File: src/rtl/pokey_poly_counter_pkg.sv
// -----------------------------------------------------------------------------
// pokey_pkg : POKEY polynomial lengths, tap positions and default configuration
// Revision  : 1.0
// -----------------------------------------------------------------------------
`default_nettype none

package pokey_pkg;

  // Poly lengths and their second feedback tap (1-based); first tap is the length
  localparam int POLY4_LEN  = 4;
  localparam int POLY4_TAP  = 3;
  localparam int POLY5_LEN  = 5;
  localparam int POLY5_TAP  = 3;
  localparam int POLY9_LEN  = 9;
  localparam int POLY9_TAP  = 5;
  localparam int POLY17_LEN = 17;
  localparam int POLY17_TAP = 12;

  localparam int DEFAULT_WIDTH     = POLY17_LEN;
  localparam int DEFAULT_TAP       = POLY17_TAP;
  localparam int DEFAULT_ALT_WIDTH = POLY9_LEN;
  localparam int DEFAULT_ALT_TAP   = POLY9_TAP;

endpackage : pokey_pkg

`default_nettype wire

File: src/rtl/pokey_poly_counter_if.sv
// -----------------------------------------------------------------------------
// pokey_poly_counter_if : control and observation bundle for the poly counter
// Revision              : 1.0
// -----------------------------------------------------------------------------
`default_nettype none

interface pokey_poly_counter_if
  import pokey_pkg::*;
#(
  parameter int WIDTH = DEFAULT_WIDTH
);
  logic             en;
  logic             init;
  logic             alt;
  logic             ld;
  logic [WIDTH-1:0] ld_data;
  logic             q;
  logic [7:0]       rnd;
  logic             wrap;
  logic [WIDTH-1:0] state;

  modport master (
    output en, init, alt, ld, ld_data,
    input  q, rnd, wrap, state
  );

  modport slave (
    input  en, init, alt, ld, ld_data,
    output q, rnd, wrap, state
  );
endinterface : pokey_poly_counter_if

`default_nettype wire

File: src/rtl/pokey_poly_counter_poly_stage.sv
// -----------------------------------------------------------------------------
// poly_stage : one bit of the poly register with clear, load and step controls
// Revision   : 1.0
// -----------------------------------------------------------------------------
`default_nettype none

module poly_stage (
  input  wire logic clk_i,
  input  wire logic reset_i,
  input  wire logic en_i,
  input  wire logic init_i,
  input  wire logic ld_i,
  input  wire logic ld_bit_i,
  input  wire logic d_i,
  output logic      q_o
);
  logic bit_q;
  logic bit_d;

  always_comb begin
    bit_d = bit_q;
    if (init_i) begin
      bit_d = 1'b0;
    end else if (ld_i) begin
      bit_d = ld_bit_i;
    end else if (en_i) begin
      bit_d = d_i;
    end
  end

  always_ff @(posedge clk_i or posedge reset_i) begin
    if (reset_i) begin
      bit_q <= 1'b0;
    end else begin
      bit_q <= bit_d;
    end
  end

  assign q_o = bit_q;
endmodule : poly_stage

`default_nettype wire

File: src/rtl/pokey_poly_counter.sv
// -----------------------------------------------------------------------------
// pokey_poly_counter : XNOR LFSR noise counter with short-poly mode, parallel
//                      load, lock-up recovery and a period (wrap) marker
// Revision           : 1.0
// -----------------------------------------------------------------------------
`default_nettype none

module pokey_poly_counter
  import pokey_pkg::*;
#(
  parameter int WIDTH     = DEFAULT_WIDTH,
  parameter int TAP       = DEFAULT_TAP,
  parameter int ALT_WIDTH = DEFAULT_ALT_WIDTH,
  parameter int ALT_TAP   = DEFAULT_ALT_TAP
) (
  input  wire logic           clk_i,
  input  wire logic           reset_i,
  pokey_poly_counter_if.slave bus
);
  logic [WIDTH-1:0] s_q;
  logic [WIDTH-1:0] shift_d;
  logic             msb;
  logic             tap;
  logic             lockup;
  logic             fb;
  logic             zero_next;
  logic             wrap_q;
  logic             wrap_d;

  // Only the active width feeds back; bits above it act as a delay chain
  always_comb begin
    msb       = s_q[WIDTH-1];
    tap       = s_q[TAP-1];
    lockup    = &s_q;
    if (bus.alt) begin
      msb    = s_q[ALT_WIDTH-1];
      tap    = s_q[ALT_TAP-1];
      lockup = &s_q[ALT_WIDTH-1:0];
    end
    fb        = lockup ? 1'b0 : ~(msb ^ tap);
    shift_d   = {s_q[WIDTH-2:0], fb};
    zero_next = bus.alt ? (shift_d[ALT_WIDTH-1:0] == '0) : (shift_d == '0);
    wrap_d    = bus.en & ~bus.init & ~bus.ld & zero_next;
  end

  for (genvar i = 0; i < WIDTH; i++) begin : g_stage
    poly_stage u_stage (
      .clk_i    (clk_i),
      .reset_i  (reset_i),
      .en_i     (bus.en),
      .init_i   (bus.init),
      .ld_i     (bus.ld),
      .ld_bit_i (bus.ld_data[i]),
      .d_i      (shift_d[i]),
      .q_o      (s_q[i])
    );
  end

  always_ff @(posedge clk_i or posedge reset_i) begin
    if (reset_i) begin
      wrap_q <= 1'b0;
    end else begin
      wrap_q <= wrap_d;
    end
  end

  if (WIDTH >= 8) begin : g_rnd_full
    assign bus.rnd = s_q[7:0];
  end else begin : g_rnd_ext
    assign bus.rnd = {{(8-WIDTH){1'b0}}, s_q};
  end

  assign bus.q     = s_q[0];
  assign bus.wrap  = wrap_q;
  assign bus.state = s_q;
endmodule : pokey_poly_counter

`default_nettype wire

File: src/flat_wrapper.sv
// flat-port wrapper written by rule: the top's interface ports become plain ports
module pokey_poly_counter_flat import pokey_pkg::*;
#(
  parameter int WIDTH     = DEFAULT_WIDTH,
  parameter int TAP       = DEFAULT_TAP,
  parameter int ALT_WIDTH = DEFAULT_ALT_WIDTH,
  parameter int ALT_TAP   = DEFAULT_ALT_TAP
)
  (clk_i, reset_i, bus_en, bus_init, bus_alt, bus_ld, bus_ld_data, bus_q, bus_rnd, bus_wrap, bus_state);
  pokey_poly_counter_if #(.WIDTH(WIDTH)) bus_i ();
  input  wire logic clk_i;
  input  wire logic reset_i;
  input wire logic [$bits(bus_i.en)-1:0] bus_en;
  input wire logic [$bits(bus_i.init)-1:0] bus_init;
  input wire logic [$bits(bus_i.alt)-1:0] bus_alt;
  input wire logic [$bits(bus_i.ld)-1:0] bus_ld;
  input wire logic [$bits(bus_i.ld_data)-1:0] bus_ld_data;
  output wire logic [$bits(bus_i.q)-1:0] bus_q;
  output wire logic [$bits(bus_i.rnd)-1:0] bus_rnd;
  output wire logic [$bits(bus_i.wrap)-1:0] bus_wrap;
  output wire logic [$bits(bus_i.state)-1:0] bus_state;
  assign bus_i.en = bus_en;
  assign bus_i.init = bus_init;
  assign bus_i.alt = bus_alt;
  assign bus_i.ld = bus_ld;
  assign bus_i.ld_data = bus_ld_data;
  assign bus_q = bus_i.q;
  assign bus_rnd = bus_i.rnd;
  assign bus_wrap = bus_i.wrap;
  assign bus_state = bus_i.state;
  pokey_poly_counter #(.WIDTH(WIDTH), .TAP(TAP), .ALT_WIDTH(ALT_WIDTH), .ALT_TAP(ALT_TAP)) u_core (.clk_i(clk_i), .reset_i(reset_i), .bus(bus_i));
endmodule
File: config.mk
export PLATFORM = sky130hd
export DESIGN_NAME = pokey_poly_counter_flat
export DESIGN_NICKNAME = d
export VERILOG_FILES = /design/src/rtl/pokey_poly_counter_pkg.sv /design/src/rtl/pokey_poly_counter_if.sv /design/src/rtl/pokey_poly_counter_poly_stage.sv /design/src/rtl/pokey_poly_counter.sv /design/src/flat_wrapper.sv
export SDC_FILE = /design/constraint.sdc
export NUM_CORES = 1
export LEC_CHECK = 0
export ABC_CLOCK_PERIOD_IN_PS = 2900
export CORE_MARGIN = 3
export CORE_UTILIZATION = 35
export DETAILED_ROUTE_END_ITERATION = 8
export PLACE_DENSITY = 0.7
export SYNTH_ARGS = -nofsm -noshare
export SYNTH_HDL_FRONTEND = slang
export SYNTH_HIERARCHICAL = 1
export SYNTH_SLANG_ARGS = --single-unit
File: constraint.sdc
create_clock -name clk_i -period 2.9 [get_ports clk_i]
set_clock_uncertainty 0.1 [all_clocks]
set_input_delay 0.435 -clock clk_i [delete_from_list [all_inputs] [get_ports clk_i]]
set_output_delay 0.435 -clock clk_i [all_outputs]
set_load 0.05 [all_outputs]
Word level (Yosys, flattened, before mapping). Index checks and enable logic that the tools add are counted.

Bitwise logic cells: 7. Reduce and logical (&&, ||, !) cells: 5. Multiplexer cells: 56.

Operator list (number): $mux W1 (56); $logic_not A17 Y1 (1); $reduce_and A17 Y1 (1); $logic_not A9 Y1 (1); $reduce_and A9 Y1 (1); $and A1 B1 Y1 (3); $not A1 Y1 (3); $reduce_bool A3 Y1 (1); $xor A1 B1 Y1 (1).

Bits in registers: 18. Bits of input ports: 23. Output and inout port bits: 27. Logic and storage cells: 86.

Logic depth before layout (Yosys ltp). Gate-level depths: netlist of run 1.

Depth in word-level cells: 7. Depth in mapped cells: 5. Gate-level depth less buffers: 5.

Modules after synthesis. Netlist of run 1, hierarchy kept.

By module, submodules not included: poly_stage (area an instance 61.3 um2, times used 17, cells each 6); pokey_poly_counter (area an instance 230.2 um2, times used 1, cells each 30).

Worst setup path before layout of run 1. Ideal clock, no wire load.

Kind: flip-flop to flip-flop. Start: register u_core.g_stage[2].u_stage.bit_q. End: register u_core.g_stage[0].u_stage.bit_q. Stages on the path, launching flop included: 6. Path buffers: 0. Setup time: 0.087 ns. Setup slack: 1.237 ns. Clock period less this slack: 1.663 ns. Data arrival time: 1.477 ns. Cell sequence: dfrtp_1 nand4_1 nor3_2 a221oi_2 mux2i_1 a211oi_2.

Word-level cells in the longest chain between the ends: 6.

RTL lines: from (decl) (RTL line pokey_poly_counter_poly_stage.sv:17) `logic bit_q;`; from (signal assigned) (RTL line pokey_poly_counter_poly_stage.sv:35) `bit_q <= bit_d;`; $reduce_and A17 Y1 or $reduce_and A9 Y1 (tied branches) (RTL line pokey_poly_counter.sv:34, pokey_poly_counter.sv:38); $mux W1 (*) (RTL line pokey_poly_counter.sv:35) `if (bus.alt) begin`; $mux W1 (*) (RTL line pokey_poly_counter.sv:40) `fb = lockup ? 1'b0 : ~(msb ^ tap);`; net u_core.fb (RTL line pokey_poly_counter.sv:25) `logic fb;`; $mux W1 (*) (RTL line pokey_poly_counter_poly_stage.sv:26) `end else if (en_i) begin`; $mux W1 (*) (RTL line pokey_poly_counter_poly_stage.sv:24) `end else if (ld_i) begin`; $mux W1 (*) (RTL line pokey_poly_counter_poly_stage.sv:22) `if (init_i) begin`; to (signal assigned) (RTL line pokey_poly_counter_poly_stage.sv:35); to (decl) (RTL line pokey_poly_counter_poly_stage.sv:17).

The timed path passes the listed nets; every way through them passes the cells marked *. The select of a mux whose other input is x is not followed. A chain may end at the register's enable or synchronous reset.

Worst setup path after layout of run 1.
Start: register u_core.g_stage[3].u_stage.bit_q. End: output port bus_rnd[3].

RTL lines: from (decl) (RTL line pokey_poly_counter_poly_stage.sv:17); from (signal assigned) (RTL line pokey_poly_counter_poly_stage.sv:35); to (decl) (RTL line flat_wrapper.sv:19) `output wire logic [$bits(bus_i.rnd)-1:0] bus_rnd;`.

No word-level cell between the ends.

==> flow_summary.json, run 1 <==
{
  "drt_iter0_drc": 22,
  "worstSetupPathType": "reg2out",
  "ios": 50,
  "syn_nets": 155,
  "grt_antenna_before_repair": 0,
  "cp.buffers_inverters": 1,
  "final_common_cell": "clkdlybuf4s50_1",
  "fin_area_mm2": 0.00181,
  "postSynthAreaPerCell_um2": 9.64,
  "drt_first_pass_iters": 4,
  "clockPowerShare_pct": 21.5,
  "powerDensity_mw_per_mm2": 405,
  "clock_latency_ps": 300,
  "drv_cap": 0,
  "ys_seq_area_share_pct": 35.4,
  "cts-resized-gates": 0,
  "synthArstFlopShare_pct": 100,
  "clk_pin_slew_worst_paths_ps": 100,
  "setup_viol_count_final": 0,
  "finalSetupTns_ps": 0,
  "die_w_um": 66.3,
  "fin_cells": 225,
  "grt_pass1_vias": 1088,
  "drc": 0,
  "cp.arrival_ps": 1630,
  "required_ps": 2370,
  "synth_edf_count": 0,
  "power.internal_uw": 458,
  "ys_ff_latch": 18,
  "wl_per_cell_um": 13.2,
  "syn-cell-area_mm2": 0.00127,
  "hold_buffers": 0,
  "grt_first_pass_wirelength_um": 5030,
  "cp-end-kind": "primary output",
  "tightest_slew_ps": 681,
  "synthToLayoutAreaGrowth_pct": 42.4,
  "p_sw_uw": 276,
  "numCtsBuffers": 3,
  "netlist-cell-type-count": 19,
  "track_usage_pct": 14.8,
  "fmax_mhz": 463,
  "path_cells": "clkdlybuf4s50_1",
  "diodes": 0,
  "leakage_nw": 0.834,
  "post-cts-setup-buffer-count": 0,
  "fp-row-count": 21,
  "hold_viol": 0,
  "outcome": "finished, final reports clean",
  "totalWireLength_um": 2960,
  "cp_max_fo": 6,
  "cts_max_level": 1,
  "drive_above_1_share_pct": 15.1,
  "gp_congestion": 0.732,
  "holdWs_ps": 576,
  "numPortBuffers": 49,
  "layout.nets": 203,
  "vias_per_cell": 4.70,
  "place_inst": 221,
  "start_kind": "register",
  "fp.dieH_um": 66.3,
  "cts_sinks": 18,
  "placed_cell_area_mm2": 0.00178,
  "tritoncts": "done",
  "final_cell_mix": "clkdlybuf4s50_1 (49), inv_1 (35), dfrtp_1 (18)",
  "power.total_uw": 734,
  "min_path_type": "reg2reg",
  "dieArea_mm2": 0.00440,
  "dp.final_hpwl_um": 2200,
  "num_vias": 1058,
  "critPathSlowestCell": "clkdlybuf4s50_1",
  "drtAntennaViolNets": 0,
  "p_sw_share_pct": 37.6,
  "grt-ovfl-total": 0,
  "finalCritPeriodShare_pct": 74.5,
  "root_buffer": "clkbuf_4",
  "cts_max_path_buffers": 2,
  "maxSlewViolCount": 0,
  "synth_area_leaders": "dfrtp_1 (35%), a211oi_2 (17%), mux2i_1 (13%)",
  "synth_top_area_share_pct": 35.4,
  "seqPwrFrac_pct": 40.2,
  "ys_warn_count": 6,
  "netlist_instances": 132,
  "p_comb_share_pct": 38.3,
  "core_area_mm2": 0.00342,
  "start_util_pct": 37.3,
  "grt_max_degree": 36,
  "cpLargestDelayFamily": "buffers and inverters",
  "slew_headroom_pct": 54.5,
  "rsz0062_at_grt": "false",
  "min_period_ps": 2160,
  "synth_top_cell_by_area": "dfrtp_1",
  "max-vdd-ir-drop_uv": 186,
  "max_stage_delay_ps": 860,
  "synth-main-ff-cell": "dfrtp_1"
}
==> power groups by stage <==
| stage | logic [mW] | clock network (mW) | registers [mW] |
|---|---|---|---|
| floorplan | 0.120 | 0 | 0.354 |
| global placement | 0.278 | 0 | 0.300 |
| detailed placement | 0.282 | 0 | 0.300 |
| CTS | 0.283 | 0.167 | 0.296 |
| global route | 0.299 | 0.179 | 0.300 |
| finish | 0.281 | 0.158 | 0.295 |
==> synth_stat cells, types with 2 or more instances <==
cell and n:
nand3_1 2, buf_4 9, nor2b_1 17, dfrtp_1 18, mux2i_1 17, a211oi_2 17, nand4_1 3, nor4_1 3
nor3_2 2, inv_1 35
==> registers in the layout, summed over array words and instances, names as in the netlist <==
| name | flops |
|---|---|
| u_core/bus.wrap | 1 |
| u_core/g_stage.u_stage/q_o | 17 |
==> path summary, 6_finish.rpt <==
| path | from | end | slack [ps] | cells past startpoint |
|---|---|---|---|---|
| max in group asynchronous | reset_i | u_core/g_stage[2].u_stage/q_o$_DFFE_PP0P_ | 1930 | 2 |
| worst min register to register | u_core/g_stage[6].u_stage/q_o$_DFFE_PP0P_ | u_core/bus.wrap$_DFF_PP0_ | 580 | 3 |
| worst min-delay path | u_core/g_stage[6].u_stage/q_o$_DFFE_PP0P_ | u_core/bus.wrap$_DFF_PP0_ | 580 | 3 |
| worst max register to register | u_core/g_stage[3].u_stage/q_o$_DFFE_PP0P_ | u_core/g_stage[0].u_stage/q_o$_DFFE_PP0P_ | 1370 | 5 |
| min in group asynchronous | reset_i | u_core/g_stage[12].u_stage/q_o$_DFFE_PP0P_ | 620 | 2 |
| worst max-delay path | u_core/g_stage[3].u_stage/q_o$_DFFE_PP0P_ | bus_rnd[3] | 740 | 1 |
==> logic make-up (layout without fill, tap and decap cells) <==
| family | Yosys count | count (layout) | share of synthesized area, % |
|---|---|---|---|
| xor+xnor | 2 | 2 | 1.38 |
| buf+inv | 44 | 91 | 15.6 |
| mux | 17 | 17 | 13.4 |
| flops | 18 | 18 | 35.4 |
| compound gates | 20 | 20 | 18.9 |
| simple gates | 31 | 31 | 15.3 |
==> layout make-up <==
cell class | instances | area (µm²)
Clock buffer | 4 | 36.3
Multi-Input combinational cell | 70 | 623
Fill cell | 324 | 1600
Inverter | 35 | 131
Timing Repair Buffer | 52 | 513
Tap cell | 46 | 57.6
Sequential cell | 18 | 450
==> routing by layer <==
metal  vias to the layer above  part of all wire (%)  GRT usage, %
met5                         -                     0             0
met4                         0                   2.6          7.11
met3                         7                   4.6          2.72
met2                        28                    50          24.5
met1                       499                    43          18.4
li1                        524                     -             -
==> through the flow <==
stage	setup slack, ps	util [%]
2_1_floorplan	1240	-
3_3_place_gp	953	52.0
3_5_place_dp	901	52.0
4_1_cts	701	53.0
5_1_grt	646	53.0
6_report	739	53.0
Power figures use the tool's default switching activity.
==> inputs of run 2 (changes only) <==
--- a/config.mk
+++ b/config.mk
@@ -5,7 +5,7 @@
 export SDC_FILE = /design/constraint.sdc
 export NUM_CORES = 1
 export LEC_CHECK = 0
-export ABC_CLOCK_PERIOD_IN_PS = 2900
+export ABC_CLOCK_PERIOD_IN_PS = 2200
 export CORE_MARGIN = 3
 export CORE_UTILIZATION = 35
 export DETAILED_ROUTE_END_ITERATION = 8
==> constraint.sdc (replaced) <==
create_clock -name clk_i -period 2.2 [get_ports clk_i]
set_clock_uncertainty 0.1 [all_clocks]
set_input_delay 0.33 -clock clk_i [delete_from_list [all_inputs] [get_ports clk_i]]
set_output_delay 0.33 -clock clk_i [all_outputs]
set_load 0.05 [all_outputs]
==> run 2 against run 1 <==
Global-route usage decreased by 0.50 points; largest cell class unchanged; highest routed layer unchanged; register-to-register slack got worse by 700 ps; final cell count increased by 0.89%.
==> flow_summary.json, run 2 (synthesis gave the netlist of run 1 again) <==
{
  "start_util_pct": 37.3,
  "diodes": 0,
  "path_cells": "clkdlybuf4s50_1",
  "drv_cap": 0,
  "totalWireLength_um": 3050,
  "fillers": 326,
  "cp.arrival_ps": 1640,
  "drtAntennaViolNets": 0,
  "final_cell_mix": "clkdlybuf4s50_1 (49), inv_1 (35), dfrtp_1 (18)",
  "final_common_cell": "clkdlybuf4s50_1",
  "worst_r2r_path_depth": 5,
  "reg2reg_from": "u_core/g_stage[14].u_stage/q_o$_DFFE_PP0P_",
  "num_vias": 1063,
  "cpLargestDelayFamily": "buffers and inverters",
  "numPortBuffers": 49,
  "fp-row-count": 21,
  "drt_first_pass_iters": 4,
  "min_path_type": "in2async",
  "largest_reg_flops": 17,
  "gp_congestion": 0.765,
  "core_area_mm2": 0.00342,
  "grt_max_degree": 36,
  "tritoncts": "done",
  "reg2reg_to": "u_core/g_stage[0].u_stage/q_o$_DFFE_PP0P_",
  "numCtsBuffers": 3,
  "drc": 0,
  "required_ps": 1770,
  "max_stage_delay_ps": 860,
  "post-cts-setup-buffer-count": 0,
  "grt_first_pass_wirelength_um": 4910,
  "cts_sinks": 18,
  "clock_latency_ps": 290,
  "root_buffer": "clkbuf_4",
  "worstSetupPathType": "reg2out",
  "rrSetupSlack_ps": 670,
  "track_usage_pct": 14.3,
  "max-vdd-ir-drop_uv": 234,
  "maxSlewViolCount": 0,
  "vias_per_cell": 4.68,
  "finalSetupTns_ps": 0,
  "hold_viol": 0,
  "critPathSlowestCell": "clkdlybuf4s50_1",
  "outcome": "finished, final reports clean",
  "min_period_ps": 2070,
  "rsz0062_at_grt": "false",
  "dieArea_mm2": 0.00440,
  "fin_ws_ps": 132,
  "wl_per_cell_um": 13.4,
  "pre_cts_ws_ps": 347,
  "fmax_mhz": 483,
  "hold_buffers": 0,
  "grt-ovfl-total": 0,
  "drt_iter0_drc": 28,
  "grt_pass1_vias": 1135,
  "cp-end-kind": "primary output",
  "powerDensity_mw_per_mm2": 531,
  "drive_above_1_share_pct": 16.0,
  "dp.final_hpwl_um": 2290,
  "start_kind": "register",
  "cts-resized-gates": 0,
  "cp.buffers_inverters": 1,
  "post-route-util_pct": 53.5,
  "setup_viol_count_final": 0,
  "cts_max_level": 1,
  "grt_antenna_before_repair": 0,
  "ios": 50,
  "finalCritPeriodShare_pct": 94.0,
  "slew_headroom_pct": 55.2,
  "leakage_nw": 0.844,
  "layout.nets": 205,
  "synthToLayoutAreaGrowth_pct": 43.6,
  "clk_pin_slew_worst_paths_ps": 110,
  "cts_max_path_buffers": 2,
  "die_w_um": 66.3,
  "cp_max_fo": 6,
  "fp.dieH_um": 66.3,
  "tightest_slew_ps": 670
}
run 2: cell types whose count changed in the layout (fill, tap and decap cells not counted):
cell and delta:
buf_4 +2
run 2: final cells by class:
type	count	area [µm²]	share of cell area, %
clock buffers	4	36.3	1.99
inverters	35	131	7.19
multi-input cells	70	623	34.1
flip-flops and latches	18	450	24.7
well taps	46	57.6	3.15
repair buffers	54	528	28.9
run 2: stage by stage:
step	cells	hold WS [ps]	cell area, µm²	total power [mW]
after global routing	227	541	1830	1.02
after global placement	223	563	1790	0.765
after CTS	227	518	1830	0.981
final	227	515	1830	0.970
after detailed placement	223	580	1790	0.771
after floorplan	132	-41.3	1270	0.624
run 2: where the power goes:
group | internal, mW | leakage, nW | total (mW) | switching [mW]
combinational | 0.152 | 0.588 | 0.372 | 0.221
clock | 0.101 | 0.0210 | 0.208 | 0.107
sequential | 0.353 | 0.234 | 0.390 | 0.0372
total | 0.605 | 0.844 | 0.970 | 0.365
run 2: worst max path at each step:
stage | from | to | depth (start not counted)
3_3_place_gp | bus_alt | u_core/g_stage[0].u_stage/q_o$_DFFE_PP0P_ | 5
3_5_place_dp | bus_alt | u_core/g_stage[0].u_stage/q_o$_DFFE_PP0P_ | 5
5_1_grt | u_core/g_stage[4].u_stage/q_o$_DFFE_PP0P_ | bus_state[4] | 1
6_report | u_core/g_stage[8].u_stage/q_o$_DFFE_PP0P_ | bus_state[8] | 1
2_1_floorplan | u_core/g_stage[2].u_stage/q_o$_DFFE_PP0P_ | u_core/g_stage[0].u_stage/q_o$_DFFE_PP0P_ | 5
4_1_cts | u_core/g_stage[8].u_stage/q_o$_DFFE_PP0P_ | bus_state[8] | 1
run 2: layer usage:
layer,vias to the layer above,part of all wire [%],track usage [%]
met2,25,50,24.7
met1,506,45,17.3
met4,0,0.59,5.33
li1,530,-,-
met3,2,4.9,3.06
met5,-,0,0
